## src/rtl/seg_scan_ctrl_pkg.sv

```systemverilog
// Shared types and helpers for the display scan controller.
// The state encoding, the anode-off level and the digit-index width live here.
package seg_scan_ctrl_pkg;

   typedef enum logic [1:0] {
      ST_IDLE  = 2'd0,
      ST_GUARD = 2'd1,
      ST_SHOW  = 2'd2
   } scan_state_t;

   // Index width, never below 1 so a 2-digit build still has a real bus.
   function automatic int idx_w(input int num_digits);
      return (num_digits <= 2) ? 1 : $clog2(num_digits);
   endfunction

   function automatic logic an_off_lvl(input int active_low);
      return (active_low != 0);
   endfunction

endpackage

```

## src/rtl/seg_scan_timer.sv

```systemverilog
// Slot counter for the scan controller: counts cycles within a guard or show phase.
// The parent restarts it on every phase change and on disable.
module seg_scan_timer
   import seg_scan_ctrl_pkg::*;
#(
   parameter int DIGIT_CYCLES = 50000,
   parameter int GUARD_CYCLES = 500
) (
   input  logic i_clk,
   input  logic i_rst,
   input  logic i_restart,
   output logic o_guard_end,
   output logic o_show_end
);

   localparam int CNT_W = $clog2(DIGIT_CYCLES + 1);

   logic [CNT_W-1:0] cnt;

   always_ff @(posedge i_clk) begin
      if (i_rst || i_restart)
         cnt <= '0;
      else
         cnt <= cnt + 1'b1;
   end

   assign o_guard_end = (cnt == CNT_W'(GUARD_CYCLES - 1));
   assign o_show_end  = (cnt == CNT_W'(DIGIT_CYCLES - GUARD_CYCLES - 1));

endmodule

```

## src/rtl/seg_scan_ctrl.sv

```systemverilog
// Time-multiplexed digit scan with guard intervals and frame-aligned double buffering.
// Every output is a register; next values are formed from the post-commit bank.
module seg_scan_ctrl
   import seg_scan_ctrl_pkg::*;
#(
   parameter int NUM_DIGITS    = 4,
   parameter int CODE_W        = 2,
   parameter int DIGIT_CYCLES  = 50000,
   parameter int GUARD_CYCLES  = 500,
   parameter int AN_ACTIVE_LOW = 1
) (
   input  logic                           i_clk,
   input  logic                           i_rst,
   input  logic                           i_en,
   input  logic                           i_load,
   input  logic [NUM_DIGITS*CODE_W-1:0]   i_codes,
   input  logic [NUM_DIGITS-1:0]          i_blank,
   output logic [CODE_W-1:0]              o_code,
   output logic [NUM_DIGITS-1:0]          o_an,
   output logic [idx_w(NUM_DIGITS)-1:0]   o_digit_idx,
   output logic                           o_frame_tick,
   output logic                           o_load_ack
);

   localparam int                  IW     = idx_w(NUM_DIGITS);
   localparam logic [NUM_DIGITS-1:0] AN_OFF = {NUM_DIGITS{an_off_lvl(AN_ACTIVE_LOW)}};

   scan_state_t                    state;
   logic [IW-1:0]                  idx, nxt_idx;
   logic [NUM_DIGITS*CODE_W-1:0]   stg_codes, act_codes, nxt_codes;
   logic [NUM_DIGITS-1:0]          stg_blank, act_blank, nxt_blank, sel_mask;
   logic                           pending, guard_end, show_end, restart;
   logic                           last_digit, wrap, commit;

   seg_scan_timer #(
      .DIGIT_CYCLES (DIGIT_CYCLES),
      .GUARD_CYCLES (GUARD_CYCLES)
   ) u_timer (
      .i_clk       (i_clk),
      .i_rst       (i_rst),
      .i_restart   (restart),
      .o_guard_end (guard_end),
      .o_show_end  (show_end)
   );

   assign last_digit = (idx == IW'(NUM_DIGITS - 1));
   assign nxt_idx    = last_digit ? '0 : idx + 1'b1;
   assign wrap       = i_en && (state == ST_SHOW) && show_end && last_digit;
   assign commit     = pending && ((state == ST_IDLE) || wrap);
   // Outputs launched on the commit edge must already see the new bank.
   assign nxt_codes  = commit ? stg_codes : act_codes;
   assign nxt_blank  = commit ? stg_blank : act_blank;
   assign sel_mask   = nxt_blank[idx] ? '0 : (NUM_DIGITS'(1) << idx);

   always_comb begin
      restart = 1'b1;
      case (state)
         ST_GUARD: restart = guard_end || !i_en;
         ST_SHOW:  restart = show_end  || !i_en;
         default:  restart = 1'b1;
      endcase
   end

   always_ff @(posedge i_clk) begin
      if (i_rst) begin
         state        <= ST_IDLE;
         idx          <= '0;
         pending      <= 1'b0;
         stg_codes    <= '0;
         act_codes    <= '0;
         stg_blank    <= '1;
         act_blank    <= '1;
         o_an         <= AN_OFF;
         o_code       <= '0;
         o_frame_tick <= 1'b0;
         o_load_ack   <= 1'b0;
      end else begin
         o_frame_tick <= 1'b0;
         o_load_ack   <= commit;
         if (commit) begin
            act_codes <= stg_codes;
            act_blank <= stg_blank;
         end
         if (i_load) begin
            stg_codes <= i_codes;
            stg_blank <= i_blank;
            pending   <= 1'b1;
         end else if (commit) begin
            pending <= 1'b0;
         end

         case (state)
            ST_IDLE: begin
               idx    <= '0;
               o_an   <= AN_OFF;
               o_code <= '0;
               if (i_en) begin
                  state  <= ST_GUARD;
                  o_code <= nxt_codes[CODE_W-1:0];
               end
            end
            ST_GUARD: begin
               if (!i_en) begin
                  state  <= ST_IDLE;
                  idx    <= '0;
                  o_an   <= AN_OFF;
                  o_code <= '0;
               end else if (guard_end) begin
                  state <= ST_SHOW;
                  o_an  <= AN_OFF ^ sel_mask;
               end
            end
            ST_SHOW: begin
               if (!i_en) begin
                  state  <= ST_IDLE;
                  idx    <= '0;
                  o_an   <= AN_OFF;
                  o_code <= '0;
               end else if (show_end) begin
                  state        <= ST_GUARD;
                  idx          <= nxt_idx;
                  o_an         <= AN_OFF;
                  o_code       <= nxt_codes[nxt_idx*CODE_W +: CODE_W];
                  o_frame_tick <= last_digit;
               end
            end
            default: begin
               state <= ST_IDLE;
               idx   <= '0;
               o_an  <= AN_OFF;
            end
         endcase
      end
   end

   assign o_digit_idx = idx;

endmodule

```

## config.mk

```make
export PLATFORM = sky130hd
export DESIGN_NAME = seg_scan_ctrl
export DESIGN_NICKNAME = d
export VERILOG_FILES = /design/src/rtl/seg_scan_ctrl_pkg.sv /design/src/rtl/seg_scan_timer.sv /design/src/rtl/seg_scan_ctrl.sv
export SDC_FILE = /design/constraint.sdc
export NUM_CORES = 1
export LEC_CHECK = 0
export CORE_MARGIN = 1.5
export CORE_UTILIZATION = 59
export CTS_BUF_LIST = sky130_fd_sc_hd__clkbuf_16
export DETAILED_ROUTE_END_ITERATION = 8
export HOLD_SLACK_MARGIN = 0.15
export PLACE_DENSITY = 0.83
export SETUP_SLACK_MARGIN = 0.05
export SKIP_LAST_GASP = 1
export SLEW_MARGIN = 0
export SYNTH_ARGS = -nofsm -noshare
export SYNTH_HDL_FRONTEND = slang
export SYNTH_SLANG_ARGS = --single-unit
```

## constraint.sdc

```tcl
create_clock -name i_clk -period 3.45 [get_ports i_clk]
set_input_delay 0.69 -clock i_clk [delete_from_list [all_inputs] [get_ports i_clk]]
set_output_delay 0.69 -clock i_clk [all_outputs]
set_load 0.02 [all_outputs]
```

==> results.txt, run 1 <==
Area growth from synthesis to layout = 18.1%
GR Overflow Total = 0
Setup total negative slack = 0 ps
Post-Synthesis Cells = 275
Clock sinks = 53
Final WL = 4860 um
CP Launch Point = i_en
RSZ-0062 raised after global routing = false
Starting DRC count in detailed routing = 134
Worst-path fanout max = 13
Routed len/inst = 13.9 um
Setup crit start kind = input port
Hold_sp = act_codes[4]$_SDFF_PP0_
Die width = 67.8 um
RePlAce Congestion = 0.870
Clock power frac = 0.393
# resized after CTS = 0
Crit path time final = 2430 ps
Post-CTS setup repair buffer count = 0
Slew @ Worst Pin = 790 ps
CTS Buffer Depth = 2
Router iterations before antenna repair = 4
Top cell type's share of synthesized area = 0.429
Initial Util = 0.614
Post-DRT Antenna Nets = 0
Maxcap violations = 0
Combinational share of power = 0.127
Synthesized area per cell = 9.00 um2
DRC = 0
Worst Hold Depth = 2
Max Freq = 412 MHz
Mapped Nets = 301
DIE HEIGHT = 67.8 um
Setup Skew = 5.90 ps
Sequential element share of the synthesized area = 0.429
CTS Root Buffer Type = clkbuf_16
# setup viols final = 0
Layout cell share with drive strength beyond 1 = 0.0803
Flops & latches, synth = 53
Final-layout fill cell count = 316
Reg2Reg Launch Point = o_digit_idx[1]$_SDFFE_PP0P_
Synth area leaders = dfxtp_1 (43%), mux2i_1 (8.1%), nor2_1 (7.0%)
Outcome = finished clean
CTS Hold Bufs = 0
CTS tree = yes
Post-DP HPWL = 3410 um
Nets = 324
Switching pwr = 0.327 mW
Slew Viols, Final = 0
Clock latency on the worst-skew pair = 290 ps
Die area = 4590 um2
Largest net degree at the start of global routing = 27
Initial antenna violation count = 0
N_diodes = 0
Finished Cell Area = 2920 um2
Worst rel slew slack = 0.471
Crit share post-route = 0.703
CTS clk-pin slew, worst paths = 60 ps
Post-synth cell types = 37
Global Route Usage Sum = 0.237
Net Sw Frac = 0.236
PortBufs = 25
Vias = 1960
Core Rows = 23
Ports = 26
Post-place instance area = 2760 um2
Critical path required time = 3610 ps
Reg power frac = 0.480
Netlist Area Pre-Place = 2470 um2
Depth of the worst register-to-register path = 7
Hold Crit Class = flop to flop
Final hold vios = 0
Internal cell power = 1.06 mW
Peak supply drop = 0.428 mV
Power Density = 474 nW/um2
Vias per cell = 5.62
CTS H-Tree Depth = 2
CTS buffer count = 5
Setup crit end kind = flop
Core Region = 4030 um2
Vias in the first global route = 1814
Worst EP arrival = 2590 ps
Setup Crit Path Kind = input port to flop
Leak = 1.14 nW
First-pass GRT wire length = 8180 um
YS warnings = 0
Post-synth top area cell = dfxtp_1
[cells by family after synthesis]
kind of cell	Yosys count	share of synthesized area
AO/OA/AOI/OAI	32	0.0849
XOR/XNOR	14	0.0495
adder cells (fa/ha/maj)	10	0.0506
buffers and inverters	21	0.0319
flip-flops	53	0.429
multiplexers	24	0.113
AND/OR/NAND/NOR	121	0.242
[layout make-up]
class	instances	area (um2)	area share
tap	50	62.6	0.0214
inverter	10	37.5	0.0128
multi-input combinational	201	1340	0.457
timing repair buffer	27	265	0.0907
sequential	53	1060	0.363
clock inverter	3	37.5	0.0128
clock buffer	5	125	0.0428
[cells in the final DEF, fill, tap and decap left out, drive strengths merged, types with 2 or more instances in the layout]
master         count
a21oi             16
a31oi              3
and3               4
and4               3
buf                2
clkbuf             5
clkdlybuf4s50     25
dfxtp             53
ha                10
inv               11
mux2i             20
mux4               3
nand2             34
nand2b             2
nand3             14
nand4              9
nor2              46
nor3b              2
nor4b              2
o21ai              5
xnor2              6
xor2               8
[path summary, 6_finish.rpt]
check	end	slack, ps
min	act_codes[4]$_SDFF_PP0_	450
max reg2reg	o_code[0]$_SDFFE_PP0P_	1090
max	o_code[0]$_SDFFE_PP0P_	1020
min reg2reg	act_codes[4]$_SDFF_PP0_	450
[worst max-delay path: stages]
cell	delay, ps
clkdlybuf4s50_1	640
nand4_1	190
o21ai_0	180
buf_4	210
mux2_2	340
o31ai_1	230
a31oi_1	100
[through the flow]
| step | cells | total power [mW] | hold WS, ps | setup slack [ps] | util |
|---|---|---|---|---|---|
| detailed placement | 341 | 0.853 | 443 | 747 | 0.685 |
| floorplan | 275 | 0.795 | 429 | 1290 | - |
| global placement | 341 | 0.847 | 440 | 791 | 0.685 |
| global route | 349 | 1.44 | 478 | 911 | 0.726 |
| CTS | 349 | 1.39 | 453 | 1030 | 0.726 |
| finish | 349 | 1.39 | 451 | 1020 | 0.726 |
[power by group through the flow]
| stage | registers (mW) | logic (mW) | clock network, mW |
|---|---|---|---|
| after floorplan | 0.679 | 0.116 | 0 |
| after global placement | 0.678 | 0.169 | 0 |
| after detailed placement | 0.680 | 0.173 | 0 |
| after CTS | 0.666 | 0.176 | 0.549 |
| after global routing | 0.669 | 0.196 | 0.580 |
| final | 0.666 | 0.176 | 0.545 |
[synth_stat cells]
cell        n
nand3_1    14
o221a_2     1
a211oi_1    1
xnor2_1     6
a21oi_1    12
dfxtp_1    53
a21oi_2     4
o31ai_1     1
o21a_2      1
and4_1      3
a31o_2      1
a32oi_1     1
o2bb2ai_1   1
o211a_1     1
ha_1       10
buf_1       1
nand2_1    34
clkbuf_1   10
o21ai_0     5
and2_4      1
nand2b_1    2
and4bb_2    1
mux2i_1    20
nor3_1      1
nor2_1     46
mux4_2      3
nor4_1      1
a31oi_1     3
and3_1      4
nor2b_1     1
nand4_1     8
nor4b_4     2
mux2_2      1
inv_1      10
xor2_1      8
nor3b_1     2
nand4_2     1
[metal layers]
metal	track usage	vias to the layer above	routed length, um
li1	-	992	-
met3	0.0600	11	204
met1	0.312	912	2220
met5	0	-	0
met4	0.110	0	103
met2	0.365	45	2340
[flip-flops by register name, indices dropped and copies added, names as in the netlist, 4 cells and up]
signal	cells
u_timer.cnt	16
act_codes	8
stg_codes	8
act_blank	4
o_an	4
stg_blank	4
(Power assumes the default switching activity.)
==> inputs of run 2 (changes only) <==
Settings changed: CORE_UTILIZATION 59 to 50, PLACE_DENSITY 0.83 to 0.75.
Clock period 3.45 ns to 2 ns, I/O delays scaled along.
==> results.txt, run 2 (synthesized netlist as in run 1, its figures left out) <==
Outcome = finished clean
Highest Signal Layer = met4
Final hold vios = 0 (unchanged)
Hold_sp = act_codes[6]$_SDFF_PP0_
GR Overflow Total = 0 (unchanged)
First-pass GRT wire length = 8450 um (+3.3%)
R2R setup slack = 40 ps (-1050 ps)
Hold Crit Class = flop to flop
Crit path time final = 1960 ps
DIE HEIGHT = 73.4 um (+8.2%)
Initial Util = 0.521 (-0.0938)
Vias per cell = 5.23 (-6.9%)
# setup viols final = 0 (unchanged)
DRC = 0 (unchanged)
Depth of the worst register-to-register path = 7 (unchanged)
Slew Viols, Final = 0 (unchanged)
Clock sinks = 53 (unchanged)
Leak = 1.29 nW (+12%)
Nets = 355 (+9.6%)
Layout cell share with drive strength beyond 1 = 0.212 (+0.132)
Setup crit end kind = flop
Die width = 73.4 um (+8.2%)
Max reg flops = 16 (unchanged)
CTS buffer count = 5 (unchanged)
CTS Root Buffer Type = clkbuf_16
WL met3 = 172 um (-16%)
Vias = 2075 (+5.9%)
Slew @ Worst Pin = 389 ps (-402 ps)
DR WL met2 = 2570 um (+9.9%)
Global Route Usage Sum = 0.203 (-0.0342)
Biggest registers after layout = u_timer.cnt: 16 flops, act_codes: 8 flops, stg_codes: 8 flops
Final Non-Filler Cells = 397 (+14%)
Initial antenna violation count = 0 (unchanged)
Area growth from synthesis to layout = 31.3%
Largest Register = u_timer.cnt
Placed cell count = 385 (+13%)
Clock latency on the worst-skew pair = 280 ps (about the same)
RSZ-0062 raised after global routing = true
Setup crit start kind = flop
Vias in the first global route = 1873 (+3.3%)
Core Region = 4750 um2 (+18%)
Critical path required time = 2220 ps (-1390 ps)
Setup total negative slack = 0 ps (unchanged)
CTS Buffer Depth = 2 (unchanged)
CTS Hold Bufs = 0 (unchanged)
RePlAce Congestion = 0.866 (-0.47%)
Setup Skew = 3.73 ps (-2.17 ps)
Crit share post-route = 0.981
Max Freq = 509 MHz
Routed len/inst = 13.0 um (-6.4%)
Setup Crit Path Kind = flop to flop
CTS H-Tree Depth = 2 (unchanged)
Maxcap violations = 0 (unchanged)
CP Launch Point = u_timer.cnt[1]$_SDFF_PP0_
Final WL = 5170 um (+6.4%)
Worst Hold Depth = 2 (unchanged)
Worst EP arrival = 2180 ps (-410 ps)
Commonest non-fill, non-tap cell in the layout = dfxtp_1
Ports = 26 (unchanged)
Most frequent cells in the layout = dfxtp_1 (49), nor2_1 (44), nand2_1 (34)
Power Density = 726 nW/um2 (+53%)
Largest net degree at the start of global routing = 21 (-22%)
Router iterations before antenna repair = 4 (unchanged)
Reg2Reg Launch Point = u_timer.cnt[1]$_SDFF_PP0_
Worst-path fanout max = 4 (-9)
WHS Endpoint = act_codes[6]$_SDFF_PP0_
Post-DRT Antenna Nets = 0 (unchanged)
Capture point of the worst reg-to-reg path = o_an[2]$_SDFFE_PP1P_
N_diodes = 0 (unchanged)
CTS tree = yes
Core Rows = 25 (+8.7%)
Routed met1 length = 2370 um (+7.0%)
Die area = 5380 um2 (+17%)
Worst rel slew slack = 0.741 (+0.269)
Peak supply drop = 0.487 mV (+14%)
CTS clk-pin slew, worst paths = 70 ps (about the same)
PortBufs = 25 (unchanged)
Post-DP HPWL = 3740 um (+9.7%)
Starting DRC count in detailed routing = 108 (-19%)
Total chip power = 2.36 mW (+70%)
==> run 2: repair_timing <==
item | CTS | global route
pin swaps | 12 | 2
buffers inserted | 4 | 0
endpoints found under the setup margin | 6 | 7
resized for setup | 11 | 4
==> run 2: final cells by class <==
class,count,area [um2]
sequential,53,1070
inverter,10,37.5
timing repair buffer,58,514
tap,67,83.8
clock buffer,5,125
clock inverter,3,16.3
multi-input combinational,201,1410
fill,374,1510
==> run 2: per-stage QoR <==
step / setup slack [ps] / util / instance area (um2) / hold WS, ps
after floorplan: 39.1 / - / 2480 / 429
after global placement: -123 / 0.632 / 3010 / 439
after detailed placement: -148 / 0.632 / 3010 / 446
after CTS: 32.2 / 0.679 / 3230 / 458
after global routing: -48.2 / 0.683 / 3250 / 476
final: 37.2 / 0.683 / 3250 / 456
==> run 2: critical path: stages (launching register included) <==
cell and delay [ps]:
dfxtp_2 350, ha_4 140, nor4b_4 230, nand4_2 210, o21a_4 270, mux4_2 420, and2_4 170, a21oi_2 110
==> run 2: worst max path at each step <==
stage                                   endpoint  cells past startpoint
after floorplan           o_code[0]$_SDFFE_PP0P_                      7
after global placement      o_an[1]$_SDFFE_PP1P_                      6
after detailed placement    o_an[2]$_SDFFE_PP1P_                      6
after CTS                   o_an[2]$_SDFFE_PP1P_                      7
after global routing        o_an[3]$_SDFFE_PP1P_                      7
final                       o_an[2]$_SDFFE_PP1P_                      7
==> run 2: where the power goes <==
group	switching (mW)	total, mW	internal, mW	leakage (nW)
registers	0.0346	1.14	1.11	0.434
clock network	0.366	0.826	0.460	0.0693
logic	0.194	0.390	0.196	0.782
total	0.594	2.36	1.76	1.29
==> run 2: layer usage <==
| layer | global-route usage | vias up |
|---|---|---|
| met5 | 0 | - |
| met4 | 0.0432 | 0 |
| met3 | 0.0453 | 6 |
| met2 | 0.354 | 45 |
| met1 | 0.258 | 971 |
| li1 | - | 1053 |
